--- src/rtl/fft_pkg.sv ---
// Shared FFT datapath types: sample width, lane count, complex sample and factor select.
// Latency: none (types and constants only).
// Backpressure: n/a.
package fft_pkg;

   localparam int FFT_DATA_W = 10;
   localparam int FFT_LANES  = 16;

   typedef logic signed [FFT_DATA_W-1:0] fft_data_t;

   typedef struct packed {
      fft_data_t re;
      fft_data_t im;
   } cplx_t;

   typedef enum logic {
      FAC_ONE   = 1'b0,
      FAC_NEG_J = 1'b1
   } fac_t;

   // Extremes of the signed sample range; -DATA_MIN is the only unrepresentable negation.
   localparam fft_data_t DATA_MAX = fft_data_t'({1'b0, {(FFT_DATA_W-1){1'b1}}});
   localparam fft_data_t DATA_MIN = fft_data_t'({1'b1, {(FFT_DATA_W-1){1'b0}}});

endpackage

--- src/rtl/mod0_fac8_0_negj.sv ---
// Per-lane factor unit: multiplies one complex sample by 1 or -j.
// Latency: combinational.
// Backpressure: none; purely combinational.
//
// Ports:
//   x_i   complex input sample
//   sel_i factor select (FAC_ONE pass-through, FAC_NEG_J rotate by -j)
//   y_o   complex result, same width as input
//
// Build option FFT_FAC8_0_SAT_EN: when defined, negating the most negative value
// saturates to the most positive value; otherwise it wraps (two's complement).
module mod0_fac8_0_negj
   import fft_pkg::*;
(
   input  cplx_t x_i,
   input  fac_t  sel_i,
   output cplx_t y_o
);

   fft_data_t neg_re;

   always_comb begin
`ifdef FFT_FAC8_0_SAT_EN
      if (x_i.re == DATA_MIN) begin
         neg_re = DATA_MAX;
      end else begin
         neg_re = -x_i.re;
      end
`else
      neg_re = -x_i.re;
`endif
      y_o = x_i;
      // (re + j*im) * (-j) = im - j*re
      if (sel_i == FAC_NEG_J) begin
         y_o.re = x_i.im;
         y_o.im = neg_re;
      end
   end

endmodule

--- src/rtl/mod0_fac8_0_twiddle.sv ---
// FFT module 0 fac8_0 twiddle stage: applies factor pattern [1,1,1,-j] over beat position.
// Latency: 1 cycle, valid_out follows valid_in; dout holds when no beat arrives.
// Backpressure: none; every valid_in beat is accepted and emitted next cycle.
//
// Ports:
//   clk, rstn     clock, asynchronous active-low reset
//   clr           synchronous frame restart (position/beat counters to 0)
//   valid_in      input beat strobe
//   din_re/im     LANES signed samples per beat
//   valid_out     output beat strobe
//   dout_re/im    LANES signed samples after the factor
//   frame_done    pulse with the last output beat of a frame
//
// Build option FFT_FAC8_0_SAT_EN selects saturating negation (see mod0_fac8_0_negj).
// DATA_W and LANES must match fft_pkg, since lanes are carried as fft_pkg::cplx_t.
module mod0_fac8_0_twiddle
   import fft_pkg::*;
#(
   parameter int DATA_W      = FFT_DATA_W,
   parameter int LANES       = FFT_LANES,
   parameter int FRAME_BEATS = 32
) (
   input  logic                         clk,
   input  logic                         rstn,
   input  logic                         clr,
   input  logic                         valid_in,
   input  logic [LANES-1:0][DATA_W-1:0] din_re,
   input  logic [LANES-1:0][DATA_W-1:0] din_im,
   output logic                         valid_out,
   output logic [LANES-1:0][DATA_W-1:0] dout_re,
   output logic [LANES-1:0][DATA_W-1:0] dout_im,
   output logic                         frame_done
);

   localparam int BEAT_W = $clog2(FRAME_BEATS);

   logic [1:0]        pos_q, pos_d, pos_eff;
   logic [BEAT_W-1:0] beat_q, beat_d, beat_eff;
   logic              last_beat;
   fac_t              fac;

   logic [LANES-1:0][DATA_W-1:0] res_re, res_im;

   logic                         valid_out_q;
   logic [LANES-1:0][DATA_W-1:0] dout_re_q, dout_im_q;
   logic                         frame_done_q;

   // clr restarts the frame in the same cycle, so a coincident beat is beat 0 (x1).
   always_comb begin
      pos_eff   = clr ? 2'd0 : pos_q;
      beat_eff  = clr ? '0 : beat_q;
      fac       = (pos_eff == 2'd3) ? FAC_NEG_J : FAC_ONE;
      pos_d     = pos_eff;
      beat_d    = beat_eff;
      last_beat = 1'b0;
      if (valid_in) begin
         pos_d     = pos_eff + 2'd1;
         beat_d    = beat_eff + BEAT_W'(1);
         last_beat = (beat_eff == BEAT_W'(FRAME_BEATS - 1));
      end
   end

   for (genvar g = 0; g < LANES; g++) begin : g_lane
      cplx_t x, y;
      assign x.re      = din_re[g];
      assign x.im      = din_im[g];
      assign res_re[g] = y.re;
      assign res_im[g] = y.im;

      mod0_fac8_0_negj u_negj (
         .x_i   (x),
         .sel_i (fac),
         .y_o   (y)
      );
   end

   always_ff @(posedge clk or negedge rstn) begin
      if (!rstn) begin
         pos_q        <= '0;
         beat_q       <= '0;
         valid_out_q  <= 1'b0;
         dout_re_q    <= '0;
         dout_im_q    <= '0;
         frame_done_q <= 1'b0;
      end else begin
         pos_q        <= pos_d;
         beat_q       <= beat_d;
         valid_out_q  <= valid_in;
         frame_done_q <= last_beat;
         if (valid_in) begin
            dout_re_q <= res_re;
            dout_im_q <= res_im;
         end
      end
   end

   assign valid_out  = valid_out_q;
   assign dout_re    = dout_re_q;
   assign dout_im    = dout_im_q;
   assign frame_done = frame_done_q;

endmodule

--- config.mk ---
export PLATFORM = sky130hd
export DESIGN_NAME = mod0_fac8_0_twiddle
export DESIGN_NICKNAME = d
export VERILOG_FILES = /design/src/rtl/fft_pkg.sv /design/src/rtl/mod0_fac8_0_negj.sv /design/src/rtl/mod0_fac8_0_twiddle.sv
export SDC_FILE = /design/constraint.sdc
export NUM_CORES = 1
export LEC_CHECK = 0
export ABC_AREA = 1
export ABC_CLOCK_PERIOD_IN_PS = 1900
export CELL_PAD_IN_SITES_DETAIL_PLACEMENT = 1
export CELL_PAD_IN_SITES_GLOBAL_PLACEMENT = 1
export CORE_AREA = 5 5 251 253
export CTS_BUF_LIST = sky130_fd_sc_hd__clkbuf_8
export CTS_CLUSTER_DIAMETER = 60
export DETAILED_ROUTE_END_ITERATION = 8
export DIE_AREA = 0 0 256 258
export PLACE_DENSITY_LB_ADDON = 0.1
export RECOVER_POWER = 50
export SKIP_LAST_GASP = 1
export SYNTH_ARGS = -nofsm -noshare
export SYNTH_HDL_FRONTEND = slang
export SYNTH_SLANG_ARGS = --single-unit
--- constraint.sdc ---
create_clock -name clk -period 1.9 [get_ports clk]
set_input_delay 0.38 -clock clk [delete_from_list [all_inputs] [get_ports clk]]
set_output_delay 0.38 -clock clk [all_outputs]
set_load 0.01 [all_outputs]
==> metrics.sh, run 1 <==
YS_TOP_CELLS_BY_AREA='sky130_fd_sc_hd__dfrtp_1 46%, sky130_fd_sc_hd__nand2_1 12%, sky130_fd_sc_hd__nor2_1 11%'
P_COMB_SHARE_PCT=22.0
BUFFER_AND_INVERTER_COUNT_ON_THE_WORST_PATH=1
PLACEDCELLCOUNT=3982
WORSTSETUPPATHDEPTH=1
DRT-TOTAL-WL_UM=84710
ROOT_BUFFER='sky130_fd_sc_hd__clkbuf_8'
CLOCK-SINKS=329
DIE-HEIGHT_UM=258
DETAILED_ROUTER_S_FIRST_ITERATION_VIOLATION_COUNT=918
LEAKAGE_POWER_TOTAL_nW=12.85
FINAL_NETS=3609
LAYOUT_COMMON_CELLS='570 x sky130_fd_sc_hd__nand2_1, 534 x sky130_fd_sc_hd__nor2_1, 410 x sky130_fd_sc_hd__o21ai_0'
FLOORPLAN.IO_PINS=646
POWER_DENSITY_nW_PER_UM2=741.4
GRT_SETUP_UNREPAIRED='no'
PWR-SHARE-CLK_PCT=37.6
PATH_CLK_SLEW_PS=60
WIRE_LENGTH_OF_THE_FIRST_GLOBAL_ROUTING_PASS_UM=129900
SWITCHING_FRACTION_OF_TOTAL_POWER_PCT=31.23
CLOCK_INSERTION_DELAY_WORST_SKEW_PS=640
CTS_TREE='done'
DETAILROUTE.VIA_COUNT=20170
FINAL.SETUP_SKEW_PS=21.51
CRITICAL_PATH.ENDPOINT_TYPE='output port'
PLACE.GP.CONGESTION=0.8857
CP-START-KIND='flip-flop'
SYNTH_CELLS=2528
FLOW.AREA_GROWTH_FROM_SYNTHESIS_PCT=51.11
YOSYSTOPAREACELLSHARE_PCT=45.56
LAYOUT_COMMONEST_CELL='sky130_fd_sc_hd__nand2_1'
GRT_ANTENNA_BEFORE_REPAIR=18
TIMING.FMAX_GHz=0.5618
GRT_START_MAX_NET_PINS=67
SYNTH.YOSYS.SEQ_AREA_SHARE_PCT=45.56
OUTCOME='complete, no violations'
PWR-SHARE-SEQ_PCT=40.3
CLOCKBUFFERDEPTH=3
RRSETUPSLACK_PS=200
FIN_SETUP_TNS_PS=0
MIN-DELAY-PATH-CLASS='primary input to flip-flop'
YS_WARN_COUNT=0
IR_DROP_V=0.0004747
PATH_DELAY_FAMILY='flip-flops'
FINAL_UTIL_PCT=44.91
HOLD_VIOLATIONS=0
CTS-BUFFERS-INSERTED=68
WORST_PATH_LARGEST_CELL_DELAY_PS=390
GROUTE.USAGE.OVERALL_PCT=24.69
DRIVE_GT1_SHARE_PCT=8.270
FIRST_GLOBAL_VIAS=21750
SYN_NETS=2871
DIEAREA_UM2=66050
WORSTPATHREQUIRED_PS=1520
DRT-VIAS-PER-INSTANCE=4.902
DRTANTENNAVIOLNETS=0
SYNTH_AREA_UM2=18070
TIMING.HOLD.WS_PS=125.6
TIGHTEST_SLEW_PS=857.9
CRITICAL_PATH.CELL_CHAIN='dlygate4sd2_1'
ARRIVAL_PS=1400
RELSLEWSLACK_PCT=42.81
CRITICAL_PATH.MAX_FANOUT=2
FLOORPLAN.DIE.WIDTH_UM=256
YS_SEQ_ELEMENTS=329
SETUP_VIOL=0
INITIAL_CORE_UTIL_PCT=29.72
RR_WORST_DEPTH=8
CRIT_PATH_TOP_DELAY_CELL='sky130_fd_sc_hd__dfrtp_1'
POST_DRT_WL_PER_CELL_UM=20.59
BUFFER_PORTS.INSERTED=645
NETSWITCHINGPOWER_W=0.006321
FIN_CELLS=4115
TIMING_WORST_SETUP_PATH_TYPE='flip-flop to output port'
HOLD-PATH-CELL-COUNT=3
CTS.HTREE.LEVELS=3
SLEW_VIOL_FINAL=0
SYN_AREA_PER_CELL_UM2=7.148
FINAL_MIN_PERIOD_OVER_CLOCK_PERIOD_PCT=93.69
FLOORPLAN_CORE_AREA_UM2=60800
POST-ROUTE-DRC-COUNT=0
LAYOUT_MIN_CYCLE_TIME_PS=1780
STD_CELL_ROWS=91
SYNTHDOMINANTAREACELLTYPE='sky130_fd_sc_hd__dfrtp_1'
FIRST_PASS_ITERS=4
INTERNAL_POWER_W=0.01392
GRT_REMAINING_OVERFLOW=0
DETAILEDPLACEMENTHPWL_UM=65530
MAX_CAP_VIOL_COUNT=0
SYNTHDISTINCTLIBCELLS=18
timing repair:
action | in CTS | in global routing
resized for setup | 324 | 2
endpoints found under the setup margin | 322 | 2
hold endpoints to repair | 178 | 0
hold buffers | 1 | 0
buffers inserted | 3 | 0
pin swaps | 0 | 0
through the flow:
step / setup slack (ps) / cell area (µm²) / total power [W]
6_report: 119.9 / 27310 / 0.02024
5_1_grt: 7.951 / 27300 / 0.02130
4_1_cts: -165.5 / 27420 / 0.02063
3_5_place_dp: -379.4 / 26440 / 0.01333
3_3_place_gp: -297.5 / 26440 / 0.01322
2_1_floorplan: 327.1 / 18070 / 0.009865
per-layer routing:
layer / up-vias / track usage [%] / share of wire (%)
met5: - / 0 / 0.098
met4: 12 / 8.561 / 3.4
met3: 147 / 6.922 / 5.9
met2: 541 / 43.03 / 49
met1: 9852 / 29.38 / 41
li1: 9618 / - / -
flip-flops by register name, indices dropped and copies added (netlist names):
signal,flops
beat_q,5
dout_im,160
dout_re,160
frame_done,1
pos_q,2
valid_out,1
cell families after synthesis:
group / share of synthesized area [%]
AND/OR/NAND/NOR: 26.06
AO/OA/AOI/OAI: 17.62
flip-flops: 45.56
buffers and inverters: 7.991
XOR/XNOR: 1.454
adder cells (fa/ha/maj): 1.316
worst min-delay path: cells and delay by family:
family	cells	cell delay, ps
compound gates	2	160
buf+inv	1	150
power by group through the flow:
stage	Combinational (W)	Clock, W	Sequential, W
after floorplan	0.00135	0	0.00851
after global placement	0.00493	0	0.00829
final	0.00446	0.00761	0.00817
after global routing	0.00488	0.00818	0.00824
after detailed placement	0.00503	0	0.00830
after CTS	0.00458	0.00789	0.00817
synthesized netlist by cell type:
| cell | number |
|---|---|
| sky130_fd_sc_hd__o21ai_0 | 378 |
| sky130_fd_sc_hd__nor2_1 | 534 |
| sky130_fd_sc_hd__buf_4 | 14 |
| sky130_fd_sc_hd__ha_1 | 19 |
| sky130_fd_sc_hd__inv_2 | 2 |
| sky130_fd_sc_hd__a21oi_2 | 20 |
| sky130_fd_sc_hd__o21ai_1 | 93 |
| sky130_fd_sc_hd__dfrtp_1 | 329 |
| sky130_fd_sc_hd__buf_6 | 12 |
| sky130_fd_sc_hd__nand3_1 | 113 |
| sky130_fd_sc_hd__a21oi_1 | 130 |
| sky130_fd_sc_hd__xnor2_1 | 16 |
| sky130_fd_sc_hd__xor2_1 | 14 |
| sky130_fd_sc_hd__clkbuf_1 | 13 |
| sky130_fd_sc_hd__nand2_1 | 570 |
| sky130_fd_sc_hd__inv_1 | 167 |
| sky130_fd_sc_hd__clkbuf_2 | 14 |
| sky130_fd_sc_hd__buf_2 | 90 |
worst paths after layout:
check	start	endpoint
worst max-delay path	dout_im[39]	dout_im[39]
worst min-delay path	valid_in	dout_re[77]
worst max register to register	pos_q[0]	dout_im[105]
worst min register to register	dout_im[9]	dout_im[9]
max in group asynchronous	rstn	dout_im[1]
min in group asynchronous	rstn	dout_re[95]
cell type report:
cell class                      count  area (µm²)
Clock inverter                     30       148.9
Antenna cell                       12       30.03
Sequential cell                   329        8237
Inverter                          169       649.4
Fill cell                        7660       33490
Clock buffer                       87        1197
Tap cell                          790       988.4
Timing Repair Buffer              811        7654
Multi-Input combinational cell   1887        8402
No activity file was read; power rests on OpenSTA's default activity.
==> run 2: changes to the inputs <==
--- a/config.mk
+++ b/config.mk
@@ -5,15 +5,14 @@
 export SDC_FILE = /design/constraint.sdc
 export NUM_CORES = 1
 export LEC_CHECK = 0
-export ABC_AREA = 1
 export ABC_CLOCK_PERIOD_IN_PS = 1900
 export CELL_PAD_IN_SITES_DETAIL_PLACEMENT = 1
 export CELL_PAD_IN_SITES_GLOBAL_PLACEMENT = 1
-export CORE_AREA = 5 5 251 253
+export CORE_AREA = 5 5 247 249
 export CTS_BUF_LIST = sky130_fd_sc_hd__clkbuf_8
 export CTS_CLUSTER_DIAMETER = 60
 export DETAILED_ROUTE_END_ITERATION = 8
-export DIE_AREA = 0 0 256 258
+export DIE_AREA = 0 0 252 254
 export PLACE_DENSITY_LB_ADDON = 0.1
 export RECOVER_POWER = 50
 export SKIP_LAST_GASP = 1
==> metrics.sh, run 2 <==
HOLD-PATH-CELL-COUNT=2
SYNTHDOMINANTAREACELLTYPE='sky130_fd_sc_hd__dfrtp_1'
GRT_SETUP_UNREPAIRED='no'
HOLD_PATH_ORIGIN='valid_in'
CRIT_PATH_TOP_DELAY_CELL='sky130_fd_sc_hd__or4b_2'
YS_TOP_CELLS_BY_AREA='sky130_fd_sc_hd__dfrtp_1 47%, sky130_fd_sc_hd__mux2i_1 12%, sky130_fd_sc_hd__a21oi_1 8.3%'
CELL_AREA_AFTER_LAYOUT_UM2=27480
GRT_ANTENNA_BEFORE_REPAIR=14
FINAL.SETUP_SKEW_PS=21.19
BUFFER_PORTS.INSERTED=645
SYN_AREA_PER_CELL_UM2=9.352
TIGHTEST_SLEW_PS=1036
MIN-DELAY-PATH-CLASS='primary input to flip-flop'
SYNTH_COMMON_CELLS='329 x sky130_fd_sc_hd__dfrtp_1, 316 x sky130_fd_sc_hd__nor2_1, 290 x sky130_fd_sc_hd__a21oi_1, 208 x sky130_fd_sc_hd__mux2i_1, 80 x sky130_fd_sc_hd__clkbuf_1'
ASYNC_RESET_FF_SHARE_PCT=100.0
SYNTHDISTINCTLIBCELLS=43
DIE-HEIGHT_UM=254
DRIVE_GT1_SHARE_PCT=12.68
DIEAREA_UM2=64010
IR_DROP_V=0.0005126
FIN_SETUP_TNS_PS=0
CP-START-KIND='primary input'
DRT-TOTAL-WL_UM=78800
OUTCOME='complete, no violations'
PLACED_CELL_AREA_UM2=26700
LAYOUT_MIN_CYCLE_TIME_PS=1784
SYN_NETS=2207
REG2REG_TO='dout_im[45]'
LEAKAGE_POWER_TOTAL_nW=11.38
FIN_CELLS=3546
POST-SYNTH-TOP-COUNT-CELL='sky130_fd_sc_hd__dfrtp_1'
CTS-BUFFERS-INSERTED=67
MAX_CAP_VIOL_COUNT=0
FLOORPLAN.DIE.WIDTH_UM=252
DETAILROUTE.VIA_COUNT=17590
FINAL_UTIL_PCT=47.00
POWER_DENSITY_nW_PER_UM2=736.5
CLOCKBUFFERDEPTH=3
CRITICAL_PATH.CELL_CHAIN='clkdlybuf4s50_1 > inv_1 > ha_1 > or4b_2 > nor4_1 > xor2_1 > o21ai_0'
DRT-VIAS-PER-INSTANCE=4.960
GRT_REMAINING_OVERFLOW=0
SYNTH.YOSYS.SEQ_AREA_SHARE_PCT=47.23
HOLD_PATH_END='dout_re[60]'
SETUP_VIOL=0
FLOORPLAN.IO_PINS=646
ARRIVAL_PS=2280
GROUTE.USAGE.OVERALL_PCT=23.68
SYNTH_CELLS=1864
BUFFER_AND_INVERTER_COUNT_ON_THE_WORST_PATH=2
RR_WORST_DEPTH=7
YS_SEQ_ELEMENTS=329
ROOT_BUFFER='sky130_fd_sc_hd__clkbuf_8'
FIRST_GLOBAL_VIAS=19430
TOTALPOWERFINAL_W=0.02024
SYNTH_AREA_UM2=17430
WIRE_LENGTH_OF_THE_FIRST_GLOBAL_ROUTING_PASS_UM=117800
TIMING_WORST_SETUP_PATH_TYPE='primary input to flip-flop'
YOSYSTOPAREACELLSHARE_PCT=47.23
HOLD_VIOLATIONS=0
FINAL_NETS=3054
LAYOUT_COMMON_CELLS='329 x sky130_fd_sc_hd__dfrtp_1, 321 x sky130_fd_sc_hd__clkdlybuf4s50_1, 321 x sky130_fd_sc_hd__dlygate4sd2_1'
PATH_CLK_SLEW_PS=60
CLOCK_INSERTION_DELAY_WORST_SKEW_PS=640
SLEW_VIOL_FINAL=0
FLOORPLAN_CORE_AREA_UM2=58460
CRITICAL_PATH.ENDPOINT_TYPE='flip-flop'
FILL_CELLS=6781
FINAL_MIN_PERIOD_OVER_CLOCK_PERIOD_PCT=93.91
PLACEDCELLCOUNT=3414
WORST_PATH_LARGEST_CELL_DELAY_PS=640
CTS_TREE='done'
STD_CELL_ROWS=89
RRSETUPSLACK_PS=150
RELSLEWSLACK_PCT=30.93
CLOCK-SINKS=329
POST-ROUTE-DRC-COUNT=0
POST_SYNTH_TOP_FLOP='sky130_fd_sc_hd__dfrtp_1'
WORSTPATHREQUIRED_PS=2390
POST_DRT_WL_PER_CELL_UM=22.22
GRT_START_MAX_NET_PINS=93
LAYOUT_COMMONEST_CELL='sky130_fd_sc_hd__dfrtp_1'
YS_WARN_COUNT=0
DETAILEDPLACEMENTHPWL_UM=61440
POST-CTS-SETUP-BUFFER-COUNT=0
FIRST_PASS_ITERS=5
CTS.HTREE.LEVELS=3
WORSTREG2REGSTART='pos_q[0]'
DETAILED_ROUTER_S_FIRST_ITERATION_VIOLATION_COUNT=785
FLOW.AREA_GROWTH_FROM_SYNTHESIS_PCT=57.62
CRITICAL_PATH.MAX_FANOUT=3
DRTANTENNAVIOLNETS=0
PATH_DELAY_FAMILY='simple AND/OR/NAND/NOR gates'
INITIAL_CORE_UTIL_PCT=29.82
PLACE.GP.CONGESTION=0.8680
EDFF_COUNT_SYNTH=0
TIMING.FMAX_GHz=0.5604
[run 2: changes by cell type in the layout (fill, tap and decap cells not counted), moves of 87 or more]
cell                      delta
sky130_fd_sc_hd__a21oi_1   +159
sky130_fd_sc_hd__buf_4      +87
sky130_fd_sc_hd__nand2_1   -542
sky130_fd_sc_hd__o21ai_0   -335
sky130_fd_sc_hd__nand3_1    -91
sky130_fd_sc_hd__nor2_1    -218
sky130_fd_sc_hd__mux2i_1   +208
sky130_fd_sc_hd__inv_1     -121
[run 2: power breakdown]
| part | internal, W | switching, W | leakage [nW] |
|---|---|---|---|
| combinational | 0.00229 | 0.00245 | 6.89 |
| clock | 0.00401 | 0.00333 | 0.753 |
| sequential | 0.00771 | 0.000442 | 3.74 |
| total | 0.0140 | 0.00622 | 11.4 |
[run 2: how the worst max path moves through the flow]
stage | start | to | slack (ps) | depth (start not counted)
floorplan | clr | dout_re[20] | -60 | 7
global placement | din_re[30] | dout_im[36] | -540 | 8
detailed placement | din_re[30] | dout_im[38] | -530 | 7
CTS | dout_im[111] | dout_im[111] | -160 | 1
global route | pos_q[0] | dout_re[45] | 20 | 6
finish | din_re[30] | dout_im[38] | 120 | 7
[run 2: timing repair]
item / CTS / global route
resized for setup: 322 / 1
endpoints found under the hold margin: 213 / 0
hold buffers: 1 / 0
setup endpoints to repair: 322 / 1
[run 2: area by class of cell]
type / instances / area, µm² / area share (%)
clock inverter: 33 / 153.9 / 0.5601
inverter: 47 / 178.9 / 0.6512
tap: 773 / 967.2 / 3.520
clock buffer: 85 / 1170 / 4.258
timing repair buffer: 899 / 8224 / 29.93
multi-input combinational: 1367 / 8518 / 31.00
antenna: 13 / 32.53 / 0.1184
sequential: 329 / 8233 / 29.96
[run 2: through the flow]
| stage | worst slack (ps) | hold WS, ps |
|---|---|---|
| 3_3_place_gp | -542.5 | 293.3 |
| 3_5_place_dp | -527.5 | 289.1 |
| 5_1_grt | 22.39 | 45.07 |
| 4_1_cts | -158.9 | 33.63 |
| 2_1_floorplan | -56.15 | 84.41 |
| 6_report | 115.7 | 93.07 |
[run 2: per-layer routing]
metal  global-route usage [%]  vias to the layer above  wire length (µm)
met5                        0                        -                 0
met4                    11.37                        0              3769
met3                    6.652                      165              4860
met2                    41.06                      509             39540
met1                    27.00                     8619             30620
li1                         -                     8294                 -
[run 2: cells by family after synthesis]
family | Yosys count | share of synthesized area [%]
AOI/OAI and AO/OA | 473 | 14.96
xor gates and xnor gates | 91 | 4.572
adders and majority gates | 19 | 1.364
buffers and inverters | 168 | 3.983
DFF | 329 | 47.23
muxes | 211 | 12.14
and+or+nand+nor | 573 | 15.75
==> run 3: changes to the inputs <==
--- a/config.mk
+++ b/config.mk
@@ -5,14 +5,14 @@
 export SDC_FILE = /design/constraint.sdc
 export NUM_CORES = 1
 export LEC_CHECK = 0
-export ABC_CLOCK_PERIOD_IN_PS = 1900
+export ABC_CLOCK_PERIOD_IN_PS = 1580
 export CELL_PAD_IN_SITES_DETAIL_PLACEMENT = 1
 export CELL_PAD_IN_SITES_GLOBAL_PLACEMENT = 1
-export CORE_AREA = 5 5 247 249
+export CORE_AREA = 5 5 251 253
 export CTS_BUF_LIST = sky130_fd_sc_hd__clkbuf_8
 export CTS_CLUSTER_DIAMETER = 60
 export DETAILED_ROUTE_END_ITERATION = 8
-export DIE_AREA = 0 0 252 254
+export DIE_AREA = 0 0 256 258
 export PLACE_DENSITY_LB_ADDON = 0.1
 export RECOVER_POWER = 50
 export SKIP_LAST_GASP = 1
==> constraint.sdc (replaced) <==
create_clock -name clk -period 1.58 [get_ports clk]
set_input_delay 0.316 -clock clk [delete_from_list [all_inputs] [get_ports clk]]
set_output_delay 0.316 -clock clk [all_outputs]
set_load 0.01 [all_outputs]
==> metrics.sh, run 3 (same netlist as run 2, synthesis figures left out) <==
VIOLATIONS_IN_THE_FINAL_REPORTS='setup timing'
DETAILEDPLACEMENTHPWL_UM=62940
DRTANTENNAVIOLNETS=0
WORSTPATHREQUIRED_PS=2110
GRT_SETUP_UNREPAIRED='yes'
BUFFER_PORTS.INSERTED=645
ROOT_BUFFER='sky130_fd_sc_hd__clkbuf_8'
CTS-BUFFERS-INSERTED=67
CTS_TREE='done'
FIRST_GLOBAL_VIAS=19680
STD_CELL_ROWS=91
FINAL_NETS=3180
RELSLEWSLACK_PCT=28.72
CLOCKBUFFERDEPTH=3
FLOORPLAN_CORE_AREA_UM2=60800
CLOCK-SINKS=329
DETAILROUTE.VIA_COUNT=18420
LAYOUT_MIN_CYCLE_TIME_PS=1707
BUFFER_AND_INVERTER_COUNT_ON_THE_WORST_PATH=3
SLEW_VIOL_FINAL=0
DETAILED_ROUTER_S_FIRST_ITERATION_VIOLATION_COUNT=911
GROUTE.USAGE.OVERALL_PCT=23.95
WIRE_LENGTH_OF_THE_FIRST_GLOBAL_ROUTING_PASS_UM=123100
DIEAREA_UM2=66050
CELL_AREA_AFTER_LAYOUT_UM2=28920
IR_DROP_V=0.0006947
FINAL.SETUP_SKEW_PS=23.88
FINAL_MIN_PERIOD_OVER_CLOCK_PERIOD_PCT=108.0
SETUP_VIOL=211
TIMING.FMAX_GHz=0.5858
FIN_SETUP_TNS_PS=-7910
POST_LAYOUT_WORST_SETUP_MARGIN_PS=-127.1
CTS.HTREE.LEVELS=3
CLOCK_INSERTION_DELAY_WORST_SKEW_PS=650
LAYOUT_COMMONEST_CELL='sky130_fd_sc_hd__dfrtp_1'
HOLD_VIOLATIONS=0
ARRIVAL_PS=2240
MAX_CAP_VIOL_COUNT=0
PLACED_CELL_AREA_UM2=27090
INITIAL_CORE_UTIL_PCT=28.67
FLOORPLAN.DIE.WIDTH_UM=256
GRT_START_MAX_NET_PINS=54
WORST_PATH_LARGEST_CELL_DELAY_PS=330
CRITICAL_PATH.ENDPOINT_TYPE='flip-flop'
PATH_CLK_SLEW_PS=60
FLOW.AREA_GROWTH_FROM_SYNTHESIS_PCT=65.87
CRITICAL_PATH.CELL_CHAIN='nor2b_4 > ha_4 > buf_6 > buf_12 > clkbuf_16 > mux2i_2 > a21oi_1'
DRIVE_GT1_SHARE_PCT=31.78
DRT-VIAS-PER-INSTANCE=4.999
TOTALPOWERFINAL_W=0.02481
TIMING_WORST_SETUP_PATH_TYPE='flip-flop to flip-flop'
DRT-TOTAL-WL_UM=87300
POST_DRT_WL_PER_CELL_UM=23.70
CP-START-KIND='flip-flop'
CRITICAL_PATH.MAX_FANOUT=7
POST-ROUTE-DRC-COUNT=0
GRT_ANTENNA_BEFORE_REPAIR=17
CRIT_PATH_TOP_DELAY_CELL='sky130_fd_sc_hd__dfrtp_1'
MIN-DELAY-PATH-CLASS='primary input to flip-flop'
PLACE.GP.CONGESTION=0.8832
GRT_REMAINING_OVERFLOW=0
DIE-HEIGHT_UM=258
OUTCOME='finished with violations'
POWER_DENSITY_nW_PER_UM2=858.1
FLOORPLAN.IO_PINS=646
TIGHTEST_SLEW_PS=1069
LEAKAGE_POWER_TOTAL_nW=12.23
FIRST_PASS_ITERS=4
PATH_DELAY_FAMILY='buffers and inverters'
LAYOUT_COMMON_CELLS='328 x sky130_fd_sc_hd__dfrtp_1, 319 x sky130_fd_sc_hd__clkdlybuf4s50_1, 311 x sky130_fd_sc_hd__nor2_1'
run 3: area by class of cell:
| type | count | area (µm²) |
|---|---|---|
| timing repair buffer | 1025 | 9006 |
| antenna | 12 | 30.03 |
| fill | 7028 | 31890 |
| clock buffer | 77 | 1060 |
| tap | 790 | 988.4 |
| clock inverter | 37 | 190.2 |
| inverter | 47 | 192.7 |
| sequential | 329 | 8234 |
| multi-input combinational | 1367 | 9214 |
run 3: final timing paths:
| path | start | endpoint | slack, ps | cells after the start |
|---|---|---|---|---|
| max reg2reg | pos_q[0] | dout_re[16] | -130 | 7 |
| min in group asynchronous | rstn | dout_im[85] | 380 | 2 |
| max in group asynchronous | rstn | dout_re[13] | 100 | 4 |
| max | pos_q[0] | dout_re[16] | -130 | 7 |
| min | din_re[30] | dout_im[30] | 170 | 3 |
| min reg2reg | dout_im[127] | dout_im[127] | 480 | 1 |
run 3: metrics by stage:
| step | setup slack [ps] | util, % | instances | hold WS (ps) |
|---|---|---|---|---|
| 2_1_floorplan | -142.0 | - | 1864 | 20.41 |
| 3_3_place_gp | -709.7 | 44.56 | 3470 | 236.2 |
| 3_5_place_dp | -714.3 | 44.56 | 3470 | 229.9 |
| 4_1_cts | -49.14 | 44.74 | 3616 | -92.11 |
| 5_1_grt | -184.5 | 47.55 | 3682 | 145.4 |
| 6_report | -127.1 | 47.56 | 3684 | 172.2 |
run 3: what timing repair did:
item                                     CTS  global route
setup buffers                             26            29
cloned                                     5            27
gates resized for setup                 1319           220
hold buffers                               1             1
pin swaps                                  1           153
hold endpoints to repair                 269             3
endpoints found under the setup margin   540           321
run 3: power by group:
| group | switching, W | internal [W] |
|---|---|---|
| logic | 0.00322 | 0.00308 |
| clock network | 0.00405 | 0.00458 |
| registers | 0.000595 | 0.00928 |
run 3: metal layers:
metal / track usage, % / share of wire, % / vias up
met3: 6.375 / 5.3 / 148
met1: 28.11 / 40 / 9228
met5: 0 / 0.065 / -
li1: - / - / 8545
met4: 9.535 / 3.4 / 8
met2: 41.86 / 51 / 488
run 3: worst register-to-register path, delay by kind of cell (launching register included):
family,cells,cell delay [ps]
compound gates,1,90
buf+inv,3,500
mux,1,260
flops,1,330
fa+ha+maj,1,240
simple gates,1,180
